### config.mk
export PLATFORM = sky130hd
export DESIGN_NAME = seq_divider
export DESIGN_NICKNAME = d
export VERILOG_FILES = /design/src/rtl/seq_divider.sv
export SDC_FILE = /design/constraint.sdc
export NUM_CORES = 1
export LEC_CHECK = 0
export CAP_MARGIN = 20
export CORE_MARGIN = 4
export CORE_UTILIZATION = 50
export CTS_BUF_LIST = sky130_fd_sc_hd__clkbuf_16
export CTS_CLUSTER_SIZE = 40
export DETAILED_ROUTE_END_ITERATION = 8
export PLACE_DENSITY = 0.8
export SLEW_MARGIN = 25
export SYNTH_ARGS = -nofsm -noshare
export SYNTH_HDL_FRONTEND = slang
export SYNTH_SLANG_ARGS = --single-unit
### constraint.sdc
create_clock -name clk -period 3.1 [get_ports clk]
set_input_delay 0.62 -clock clk [delete_from_list [all_inputs] [get_ports clk]]
set_output_delay 0.62 -clock clk [all_outputs]
set_load 0.01 [all_outputs]
### src/rtl/seq_divider.sv
// seq_divider: iterative unsigned restoring divider, one quotient bit per clock.
module seq_divider #(
  parameter int WIDTH = 8
) (
  input  logic             clk,
  input  logic             arst,
  input  logic             start,
  input  logic [WIDTH-1:0] dividend,
  input  logic [WIDTH-1:0] divisor,
  output logic             busy,
  output logic             done,
  output logic [WIDTH-1:0] quotient,
  output logic [WIDTH-1:0] remainder,
  output logic             div_by_zero
);
  localparam int CW = $clog2(WIDTH + 1);
  typedef enum logic {IDLE, CALC} state_e;
  state_e           state_q, state_d;
  logic [CW-1:0]    cnt_q, cnt_d;
  logic [WIDTH-1:0] wrem_q, wrem_d, wq_q, wq_d, dvs_q, dvs_d;
  logic [WIDTH-1:0] quot_q, quot_d, rem_q, rem_d;
  logic             busy_q, busy_d, done_q, done_d, dbz_q, dbz_d;
  logic [WIDTH:0]   shifted, trial;
  assign shifted = {wrem_q, wq_q[WIDTH-1]};
  assign trial   = shifted - {1'b0, dvs_q};
  always_comb begin
    state_d = state_q;
    cnt_d   = cnt_q;
    wrem_d  = wrem_q;
    wq_d    = wq_q;
    dvs_d   = dvs_q;
    quot_d  = quot_q;
    rem_d   = rem_q;
    busy_d  = busy_q;
    done_d  = 1'b0;
    dbz_d   = dbz_q;
    if (state_q == IDLE) begin
      if (start) begin
        dvs_d = divisor;
        if (divisor != '0) begin
          state_d = CALC;
          busy_d  = 1'b1;
          cnt_d   = CW'(WIDTH);
          wrem_d  = '0;
          wq_d    = dividend;
        end else begin
          done_d = 1'b1;
          dbz_d  = 1'b1;
          quot_d = '1;
          rem_d  = dividend;
        end
      end
    end else begin
      // Negative trial (MSB set) restores the shifted partial remainder.
      wrem_d = trial[WIDTH] ? shifted[WIDTH-1:0] : trial[WIDTH-1:0];
      wq_d   = {wq_q[WIDTH-2:0], ~trial[WIDTH]};
      cnt_d  = cnt_q - CW'(1);
      if (cnt_q == CW'(1)) begin
        state_d = IDLE;
        busy_d  = 1'b0;
        done_d  = 1'b1;
        dbz_d   = 1'b0;
        quot_d  = wq_d;
        rem_d   = wrem_d;
      end
    end
  end
  always_ff @(posedge clk or posedge arst) begin
    if (arst) begin
      state_q <= IDLE;
      cnt_q   <= '0;
      wrem_q  <= '0;
      wq_q    <= '0;
      dvs_q   <= '0;
      quot_q  <= '0;
      rem_q   <= '0;
      busy_q  <= 1'b0;
      done_q  <= 1'b0;
      dbz_q   <= 1'b0;
    end else begin
      state_q <= state_d;
      cnt_q   <= cnt_d;
      wrem_q  <= wrem_d;
      wq_q    <= wq_d;
      dvs_q   <= dvs_d;
      quot_q  <= quot_d;
      rem_q   <= rem_d;
      busy_q  <= busy_d;
      done_q  <= done_d;
      dbz_q   <= dbz_d;
    end
  end
  assign busy        = busy_q;
  assign done        = done_q;
  assign quotient    = quot_q;
  assign remainder   = rem_q;
  assign div_by_zero = dbz_q;
endmodule

# ---- Word level (Yosys, flattened, before mapping)
# Cells that the tools add are included.
dict set report op_classes {
  add_sub_neg 2
  eq_ne 3
  mux 33
  bitwise 2
  n_reduce_logical 7
}
# cell n
set op_table {}
lappend op_table {{$mux W8} 15}
lappend op_table {{$mux W1} 15}
lappend op_table {{$mux W4} 3}
lappend op_table {{$sub A9 B8 Y9} 1}
lappend op_table {{$reduce_bool A8 Y1} 1}
lappend op_table {{$reduce_and A3 Y1} 2}
lappend op_table {{$eq A4 B1 Y1 const B} 1}
lappend op_table {{$reduce_and A2 Y1} 2}
lappend op_table {{$reduce_bool A2 Y1} 2}
lappend op_table {{$sub A4 B1 Y4 const B} 1}
lappend op_table {{$ne A2 B1 Y1 const B} 1}
lappend op_table {{$ne A2 B2 Y1 const B} 1}
lappend op_table {{$not A1 Y1} 2}
dict set report totals {
  ff_bits 48
  inputBits 19
  output_inout_bits 19
  elab_cells 57
}

# ---- Depth between registers and ports, before layout
# Gate-level depths: netlist (run 1).
dict set report logic_depth {
  ltp_word 4
  depth_mapped 10
  mapped_depth_nobuf 9
}

# ---- Least setup slack after synthesis (run 1)
# Ideal clock, no wire load.
dict set report synth_path {
  kind {register to register}
  from {register wq_q[7]}
  to {register wrem_q[2]}
  setup_ns 0.121
  arrival_time_ns 2.436
  t_required_ns 2.979
  setup_slack_ns 0.543
  stages_incl_launch_ff 10
  n_path_buf 0
  period_less_slack_ns 2.557
  cell_sequence {dfrtp_1 -> inv_1 -> ha_1 -> inv_1 -> fa_1 -> a211oi_4 -> o211ai_2 -> a221oi_4 -> mux2_2 -> a22o_1}
}
dict set report synth_between {
  elab_chain_len 3
}
# element line
set synth_lines {}
lappend synth_lines {{start: declaration} 20} ;# logic [WIDTH-1:0] wrem_q, wrem_d, wq_q, wq_d, dvs_q, dvs_d;
lappend synth_lines {{start signal: assignment} 84} ;# wq_q <= wq_d;
lappend synth_lines {{$sub A9 B8 Y9} 25} ;# assign trial = shifted - {1'b0, dvs_q};
lappend synth_lines {{$mux W8} 55} ;# wrem_d = trial[WIDTH] ? shifted[WIDTH-1:0] : trial[WIDTH-1:0];
lappend synth_lines {{$mux W8} 37} ;# if (state_q == IDLE) begin
lappend synth_lines {{end signal: assignment} 83} ;# wrem_q <= wrem_d;
lappend synth_lines {{end: declaration} 20}
# No other way between the ends.
# A chain may end at the register's enable or synchronous reset.

# ---- Worst setup path in the final report (run 1)
dict set report layout_path {
  from {register wq_q[7]}
  to {register wrem_q[1]}
}
# Same word-level chain as after synthesis.

==> summary.txt, run 1 <==
Clock network
  – Clk sinks: 48
  – Post-CTS sizing: 0
  – Clock slew seen by the registers of the worst setup and hold paths: 0.07 ns
  – TritonCTS Buffers: 5
  – CTS tree: built
  – Clock root cell: clkbuf_16
  – Clock latency on the worst-skew pair: slightly below 0.3 ns
  – Clk buf depth: 2
  – # H-tree levels: 2
  – # hold bufs at CTS: 0
  – Post-CTS Setup Inserts: 0

Global route
  – Largest net degree at the start of global routing: 29
  – Initial antenna violation count: 0
  – Vias in the first global route: between 2000 and 2500
  – Grt total ovfl: 0
  – All-Layer GR Usage: between 10% and 20%
  – First-pass GRT wire length: 9630 um

Logic synthesis
  – Post-synth top cells: dfrtp_1 (48), nand2_1 (25), nor2_1 (19), inv_1 (17), o21ai_0 (16)
  – Yosys top cell area share: between 40% and 50%
  – Unique masters post-synth: 50
  – Synth warn: 0
  – Async set or reset register ratio after synthesis: 100%
  – #FFs+latches synth: 48
  – Sequential share of the synthesized area: 47.3%
  – Syn_nets: 280
  – Top FF cell, synth: dfrtp_1
  – Largest cells by area after synthesis: dfrtp_1 (47%), ha_1 (4.9%), nand2_1 (3.7%)
  – Synth Cell Area: approximately 2500 um2
  – Post-synth EDFFs: 0
  – Post-synth top area cell: dfrtp_1
  – Post-Syn Instances: between 200 and 300
  – Most frequent cell after synthesis: dfrtp_1
  – Mean Syn Cell Area: 10.2 um2

Power
  – Pleak: about 1.4 nW
  – Cell Pwr Density: between 1000 and 1500 nW/um2
  – Worst vdd ir: 0.000690 V

Place
  – Port Buffers: 37
  – Inst Count DP: roughly 350
  – RePlAce Congestion: ~0.9
  – Dpl hpwl: around 4300 um

Drt
  – Via-to-Cell Ratio: around 5.8
  – Avg WL per Cell: approximately 16 um
  – Antenna Violating Nets Remaining: 0
  – Post-Route WL: 5840 um
  – First-pass detailed-route iteration total: 4
  – # DRC: 0
  – Vias: about 2100
  – 1st-iter DRT viols: roughly 110

Die
  – # rows: 25
  – Chip Width: around 79 um
  – # IOs: 38
  – Core area: about 4800 um2
  – Height of the die: slightly below 80 um
  – Initial core utilization: between 50% and 60%
  – Full die area: ~6300 um2

Timing
  – Fmax: around 350 MHz
  – Normalized max-slew margin: around 56%
  – Skew final: 0.00325 ns
  – Setup TNS: 0 ns
  – Tcrit/Tclk final: a little over 90%
  – Final hold vios: 0
  – Final worst path period need: approximately 2.9 ns
  – Actual slew at the worst max-slew pin: between 0.6 and 0.7 ns
  – RSZ-0062 raised after global routing: no
  – Fin. max-slew vios: 0
  – Setup Viol. Count Final: 0

Cells and area
  – Fraction of layout cells with a size suffix above 1: between 10% and 20%
  – Final std cells w/o fill: 360
  – Layout Nets: ~320
  – Final Core Density: approximately two thirds
  – Area added between synthesis and finish: 24.2%
  – Number of diodes: 0

Critical path
  – Slowest cell on crit path: a221oi_4
  – WS Path Type: reg -> reg
  – Setup crit start kind: register
  – Critical path data arrival time: about 3.1 ns
  – Crit-path max cell delay: about 0.53 ns
  – Crit. End Element: register
  – CP cell instances: inv_1, ha_1, inv_1, fa_1, a211oi_4, o211ai_2, a221oi_4, mux2_2, a22o_1
  – Cell family with most CP delay: compound AO/OA/AOI/OAI gates
  – Largest fanout on the critical path: 8
  – Bufs and invs on worst path: 2
  – Critical path data required time: 3.28 ns
  – Most common cell on crit path: inv_1

Hold path
  – Hold crit path type: reg -> reg

Outcome
  – Status: completed

Flow run
  – Max-cap violations: 0
-- path summary, 6_finish.rpt --
kind	from	end	cells after the start	slack (ns)
hold / removal	busy	busy	1	0.49
setup / recovery	wq_q[7]	wrem_q[1]	9	0.22
setup reg to reg	wq_q[7]	wrem_q[1]	9	0.22
max in group asynchronous	arst	dvs_q[0]	3	1.72
min in group asynchronous	arst	remainder[7]	2	0.65
hold reg to reg	busy	busy	1	0.49
-- where the power goes --
part / leakage (nW) / internal (W) / switching, W
logic: 0.783 / 0.00112 / 0.00127
registers: 0.554 / 0.000934 / 0.000211
clock network: 0.0635 / 0.000296 / 0.000239
-- cell families (layout without fill, tap and decap cells) --
| kind of cell | Yosys count | count (layout) | share of synthesized area (%) |
|---|---|---|---|
| xor gates and xnor gates | 6 | 6 | 2.07 |
| and+or+nand+nor | 68 | 68 | 12.6 |
| AOI/OAI and AO/OA | 79 | 79 | 24.0 |
| adders and majority gates | 11 | 11 | 5.71 |
| DFF | 48 | 48 | 47.3 |
| buffers and inverters | 30 | 73 | 4.97 |
| muxes | 8 | 8 | 3.35 |
-- flip-flops by register name, indices dropped and copies added, names as in the netlist --
name         cells
dvs_q            8
done             1
wrem_q           8
busy             1
state_q          1
wq_q             8
cnt_q            4
quotient         8
remainder        8
div_by_zero      1
-- layer usage --
metal | global-route usage (%) | vias up | part of all wire (%) | wire length [um]
li1 | - | 992 | - | -
met1 | 26.3 | 1033 | 44 | 2560
met2 | 30.9 | 58 | 49 | 2860
met3 | 4.31 | 12 | 5.0 | 291
met4 | 6.70 | 0 | 2.2 | 127
met5 | 0 | - | 0 | 0
-- worst register-to-register path, stage by stage (launching register included) --
cell and delay [ns]:
dfrtp_1 0.38, inv_1 0.11, ha_1 0.18, inv_1 0.05
fa_1 0.44, a211oi_4 0.33, o211ai_2 0.15, a221oi_4 0.53
mux2_2 0.42, a22o_1 0.18
-- layout by cell type, fill, tap and decap left out, types with 3 or more instances in the layout --
cell,n
a21o_1,8
a21oi_1,11
a22o_1,9
buf_4,10
clkbuf_16,5
clkdlybuf4s50_1,37
dfrtp_1,48
ha_1,10
inv_1,16
mux2_2,4
mux2i_1,4
nand2_1,25
nand3_1,7
nand3b_1,3
nor2_1,19
o21ai_0,16
o22a_1,8
xor2_1,4
-- final cells by class --
type	instances	area [um2]
Clock buffer	5	125
Multi-Input combinational cell	172	1210
Clock inverter	3	18.8
Inverter	18	67.6
Tap cell	67	83.8
Fill cell	409	1660
Timing Repair Buffer	47	445
Sequential cell	48	1200
-- stage by stage --
stage | power, W | cell area, um2 | hold WS (ns) | setup slack, ns
floorplan | 0.00291 | 2540 | 0.472 | 0.543
global placement | 0.00345 | 3010 | 0.464 | 0.283
detailed placement | 0.00353 | 3010 | 0.477 | 0.261
CTS | 0.00408 | 3150 | 0.491 | 0.210
global route | 0.00439 | 3150 | 0.509 | 0.115
finish | 0.00408 | 3150 | 0.487 | 0.219
Power figures use the tool's default switching activity.
==> run 2, diff against run 1 <==
- CORE_ASPECT_RATIO: not set -> 1.25
- clock period: 3.1 -> 2.9 ns (I/O delays scaled with it)
==> run 2 against run 1 <==
Effect of this change: routed wire length increased by 3.5%; sequential share of layout area decreased by 0.61 points; combinational power increased by 13%; sequential cell count unchanged; cell area increased by 1.6%; via count decreased by 1.9%.
==> summary.txt, run 2 (synthesized netlist as in run 1, its figures left out) <==
Clock network
  – TritonCTS Buffers: 5 (unchanged)
  – Clock latency on the worst-skew pair: 0.29 ns (about the same)
  – Clk buf depth: 2 (unchanged)
  – Clk sinks: 48 (unchanged)
  – # hold bufs at CTS: 0 (unchanged)
  – # H-tree levels: 2 (unchanged)
  – Clock root cell: clkbuf_16
  – CTS tree: built
  – Clock slew seen by the registers of the worst setup and hold paths: 0.07 ns (about the same)

Drt
  – First-pass detailed-route iteration total: 4 (unchanged)
  – # DRC: 0 (unchanged)
  – Post-Route WL: 6050 um (+3.5%)
  – Antenna Violating Nets Remaining: 0 (unchanged)
  – Vias: 2056 (-1.9%)
  – 1st-iter DRT viols: 85 (-25%)
  – Via-to-Cell Ratio: 5.73 (-1.6%)
  – Avg WL per Cell: 16.8 um (+3.8%)

Hold path
  – HP Start: busy
  – Hold depth: 1 (unchanged)
  – Hold worst-path end: busy
  – Hold crit path type: reg -> reg

Critical path
  – RR Endpoint: wrem_q[2]
  – WS Path Type: reg -> reg
  – Setup crit start: wq_q[7]
  – Critical path data arrival time: 2.88 ns (-0.18 ns)
  – Crit. End Element: register
  – Setup crit start kind: register
  – Reg2reg setup slack: 0.20 ns (-0.02 ns)
  – Reg2reg start: wq_q[7]
  – R2R depth: 10 (+1)
  – Largest fanout on the critical path: 6 (-2)
  – Critical path data required time: 3.08 ns (-0.20 ns)

Timing
  – Final hold vios: 0 (unchanged)
  – Final worst path period need: 2.70 ns (-0.181 ns)
  – Setup ws final: 0.200 ns (-0.0193 ns)
  – Setup Viol. Count Final: 0 (unchanged)
  – Tcrit/Tclk final: 93.1% (+0.18 points)
  – Setup TNS: 0 ns (unchanged)
  – Fin. max-slew vios: 0 (unchanged)
  – Fmax: 370 MHz (+6.7%)
  – Actual slew at the worst max-slew pin: 0.668 ns (+0.0293 ns)
  – RSZ-0062 raised after global routing: no
  – Skew final: 0.00478 ns (+0.00154 ns)
  – Normalized max-slew margin: 54.3% (-2.0 points)

Power
  – Pleak: 1.43 nW (+2.2%)
  – Cell Pwr Density: 1410 nW/um2 (+8.8%)
  – Power Total: 0.00451 W (+11%)
  – Worst vdd ir: 0.000884 V (+28%)

Place
  – RePlAce Congestion: 0.911 (+1.3%)
  – Port Buffers: 37 (unchanged)
  – Pre-CTS setup slack: 0.113 ns (-0.147 ns)
  – Dpl hpwl: 4490 um (+4.7%)
  – Post-placement cell area: 3030 um2 (+0.62%)
  – Inst Count DP: 347 (-1.4%)

Die
  – # rows: 28 (+12%)
  – Chip Width: 71.8 um (-9.5%)
  – Full die area: 6290 um2 (+0.11%)
  – Height of the die: 87.7 um (+11%)
  – # IOs: 38 (unchanged)
  – Core area: 4830 um2 (+0.36%)
  – Initial core utilization: 52.5% (-0.19 points)

Global route
  – All-Layer GR Usage: 21.3% (+1.8 points)
  – Grt met3 use: 4.02% (-0.29 points)
  – Largest net degree at the start of global routing: 22 (-24%)
  – Global Route met1 Usage: 26.4% (+0.10 points)
  – M2 GR Usage: 37.5% (+6.6 points)
  – First-pass GRT wire length: 10500 um (+8.5%)
  – Vias in the first global route: 2155 (+4.8%)
  – GRT busiest layer: met2
  – Initial antenna violation count: 0 (unchanged)
  – Grt total ovfl: 0 (unchanged)

Cells and area
  – Area added between synthesis and finish: 26.2%
  – Fraction of layout cells with a size suffix above 1: 12.4% (+2.1 points)
  – Number of diodes: 0 (unchanged)
  – Fin area: 3210 um2 (+1.6%)
  – Final std cells w/o fill: 359 (-0.28%)
  – Layout Nets: 328 (+1.9%)
  – Commonest non-fill, non-tap cell in the layout: dfrtp_1
  – Most frequent cells in the layout: dfrtp_1 (48), clkdlybuf4s50_1 (37), nand2_1 (25)

Outcome
  – Status: completed

Flow run
  – Max-cap violations: 0 (unchanged)
[run 2: cell types whose count changed in the layout (fill, tap and decap cells not counted)]
cell,previous run,this run
fa_2,0,1
buf_4,10,15
buf_12,0,1
fa_1,1,0
[run 2: area by class of cell]
class                   count  area (um2)
well taps                  60        75.1
repair buffers             53         503
clock inverters             3        18.8
multi-input cells         172        1210
flip-flops and latches     48        1200
clock buffers               5         125
inverters                  18        67.6
fillers                   388        1630
[run 2: worst max-delay path, stage by stage (launching register included)]
cell and delay (ns):
dfrtp_1 0.38, inv_1 0.09, ha_1 0.16, inv_1 0.05, fa_2 0.37, a211oi_4 0.29, o211ai_2 0.14, a221oi_4 0.40
buf_4 0.19, mux2_2 0.34, a22o_1 0.18
[run 2: metal layers]
layer / vias up / part of all wire [%]
li1: 1004 / -
met3: 6 / 3.3
met4: 0 / 1.3
met5: - / 0
met2: 38 / 54
met1: 1008 / 41
[run 2: power breakdown]
group / internal, W / switching, W / total (W)
Clock: 0.000316 / 0.000255 / 0.000571
Combinational: 0.00131 / 0.00140 / 0.00272
Sequential: 0.000999 / 0.000220 / 0.00122
[run 2: worst max path at each step]
stage | endpoint | slack [ns]
global route | wrem_q[2] | 0.07
CTS | wrem_q[6] | 0.1
floorplan | wrem_q[2] | 0.34
finish | wrem_q[2] | 0.20
global placement | wrem_q[6] | 0.29
detailed placement | wrem_q[6] | 0.11
[run 2: what timing repair did]
action                     CTS  global route
setup buffers                0             4
gates resized for setup      0             1
setup endpoints to repair    0             4
[run 2: through the flow]
step	utilization, %	hold slack [ns]
floorplan	-	0.472
global placement	62.7	0.463
detailed placement	62.7	0.467
CTS	65.6	0.482
global route	66.3	0.493
finish	66.3	0.477
==> run 3, diff against run 2 <==
- DONT_BUFFER_PORTS: not set -> 1
- PLACE_DENSITY: 0.8 -> 0.7
==> run 3 against run 2 <==
Effect of this change: sequential cell count is the same; cell area shrank 14%; critical path depth is the same; cell count shrank 12%; maximum frequency shrank 0.71%; die area is the same; routed wire length shrank 7.8%; clock power shrank 0.9%; worst hold slack lost 0.18 ns; first-iteration DRC count grew 91%; sequential share of layout area grew 5.9 points; register-to-register slack lost 0.02 ns.
==> summary.txt, run 3 (synthesized netlist as in run 1, its figures left out) <==
Outcome
  – Status: completed

Timing
  – Actual slew at the worst max-slew pin: 0.802 ns (+0.134 ns)
  – Setup Viol. Count Final: 0 (unchanged)
  – Normalized max-slew margin: 46.4% (-7.9 points)
  – Skew final: 0.00614 ns (+0.00135 ns)
  – Final worst path period need: 2.72 ns (+0.0194 ns)
  – Fmax: 368 MHz (-0.71%)
  – Tcrit/Tclk final: 93.8% (+0.67 points)
  – Setup ws final: 0.181 ns (-0.0194 ns)
  – RSZ-0062 raised after global routing: no
  – Final hold vios: 0 (unchanged)
  – Setup TNS: 0 ns (unchanged)
  – Fin. max-slew vios: 0 (unchanged)

Drt
  – Antenna Violating Nets Remaining: 0 (unchanged)
  – 1st-iter DRT viols: 162 (+91%)
  – Via-to-Cell Ratio: 6.03 (+5.2%)
  – First-pass detailed-route iteration total: 4 (unchanged)
  – # DRC: 0 (unchanged)
  – Avg WL per Cell: 17.7 um (+5.1%)
  – Post-Route WL: 5570 um (-7.8%)
  – Vias: 1898 (-7.7%)

Critical path
  – WS Path Type: reg -> reg
  – RR Endpoint: wrem_q[6]
  – R2R depth: 10 (unchanged)
  – Critical path data arrival time: 2.88 ns (about the same)
  – Reg2reg setup slack: 0.18 ns (-0.02 ns)
  – Setup crit start kind: register
  – Crit. End Element: register
  – Critical path data required time: 3.06 ns (-0.02 ns)
  – Largest fanout on the critical path: 13 (+7)
  – Reg2reg start: wq_q[7]

Die
  – Height of the die: 87.7 um (unchanged)
  – # IOs: 38 (unchanged)
  – Chip Width: 71.8 um (unchanged)
  – # rows: 28 (unchanged)
  – Core area: 4830 um2 (unchanged)
  – Full die area: 6290 um2 (unchanged)
  – Initial core utilization: 52.5% (unchanged)

Cells and area
  – Area added between synthesis and finish: 9.01%
  – Multi-input logic area: 1210 um2 (-0.21%)
  – Number of diodes: 0 (unchanged)
  – Layout fillers: 435 (+12%)
  – Reg area: 1200 um2 (unchanged)
  – Final Core Density: 57.3% (-9.0 points)
  – Most frequent cells in the layout: dfrtp_1 (48), nand2_1 (25), nor2_1 (19)
  – Commonest non-fill, non-tap cell in the layout: dfrtp_1
  – Final std cells w/o fill: 315 (-12%)
  – Fraction of layout cells with a size suffix above 1: 11.8% (-0.61 points)
  – Layout Nets: 284 (-13%)

Global route
  – Vias in the first global route: 1868 (-13%)
  – Largest net degree at the start of global routing: 49 (+120%)
  – First-pass GRT wire length: 9430 um (-9.8%)
  – All-Layer GR Usage: 19.1% (-2.1 points)
  – Grt total ovfl: 0 (unchanged)
  – Initial antenna violation count: 0 (unchanged)

Place
  – Dpl hpwl: 4130 um (-8.0%)
  – RePlAce Congestion: 0.899 (-1.4%)
  – Port Buffers: 0 (-100%)
  – Pre-CTS setup slack: 0.203 ns (+0.0899 ns)
  – Inst Count DP: 307 (-12%)

Clock network
  – Clock slew seen by the registers of the worst setup and hold paths: 0.07 ns (about the same)
  – Post-CTS Setup Inserts: 0 (unchanged)
  – Clk sinks: 48 (unchanged)
  – Clock latency on the worst-skew pair: 0.29 ns (about the same)
  – Clk buf depth: 2 (unchanged)
  – # H-tree levels: 2 (unchanged)
  – CTS tree: built
  – Clock root cell: clkbuf_16
  – TritonCTS Buffers: 5 (unchanged)
  – Post-CTS sizing: 0 (unchanged)
  – # hold bufs at CTS: 0 (unchanged)

Power
  – Power Total: 0.00413 W (-8.4%)
  – Pleak: 1.26 nW (-12%)
  – Worst vdd ir: 0.000593 V (-33%)
  – Cell Pwr Density: 1490 nW/um2 (+6.0%)

Flow run
  – Max-cap violations: 0 (unchanged)

Hold path
  – Hold crit path type: in -> async
## run 3: critical path, stage by stage, from the launching register on
cell and delay, ns:
dfrtp_1 0.39, inv_1 0.08, ha_1 0.17, inv_1 0.05
fa_1 0.43, a211oi_4 0.29, o211ai_2 0.15, a221oi_4 0.42
buf_4 0.26, mux2i_1 0.24, o21ai_0 0.10
## run 3: layer usage
| layer | part of all wire (%) | global-route usage, % | vias to the layer above |
|---|---|---|---|
| li1 | - | - | 913 |
| met1 | 44 | 25.8 | 923 |
| met2 | 47 | 30.5 | 56 |
| met3 | 7.7 | 4.82 | 6 |
| met4 | 1.3 | 5.64 | 0 |
| met5 | 0 | 0 | - |
## run 3: per-stage QoR
stage	hold WS (ns)	cell area (um2)
after floorplan	0.472	2540
after global placement	0.494	2620
after detailed placement	0.503	2620
after CTS	0.401	2770
after global routing	0.377	2770
final	0.299	2770
## run 3: area by class of cell
class | instances | area share [%]
Tap cell | 60 | 2.71
Clock inverter | 3 | 0.678
Inverter | 18 | 2.49
Multi-Input combinational cell | 172 | 43.8
Timing Repair Buffer | 9 | 2.44
Sequential cell | 48 | 43.4
Clock buffer | 5 | 4.52
## run 3: how the worst max path moves through the flow
| stage | startpoint | end | slack [ns] | depth (start not counted) |
|---|---|---|---|---|
| after floorplan | wq_q[7] | wrem_q[2] | 0.34 | 9 |
| after global placement | wq_q[7] | remainder[6] | 0.30 | 10 |
| after detailed placement | wq_q[7] | wrem_q[6] | 0.20 | 10 |
| after CTS | wq_q[7] | wrem_q[6] | 0.18 | 10 |
| after global routing | wq_q[7] | wrem_q[6] | 0.02 | 10 |
| final | wq_q[7] | wrem_q[6] | 0.18 | 10 |
## run 3: power breakdown
part           internal [W]  switching (W)  leakage (nW)
registers          0.000999       0.000295         0.554
clock network      0.000318       0.000248        0.0736
logic               0.00103        0.00124         0.630
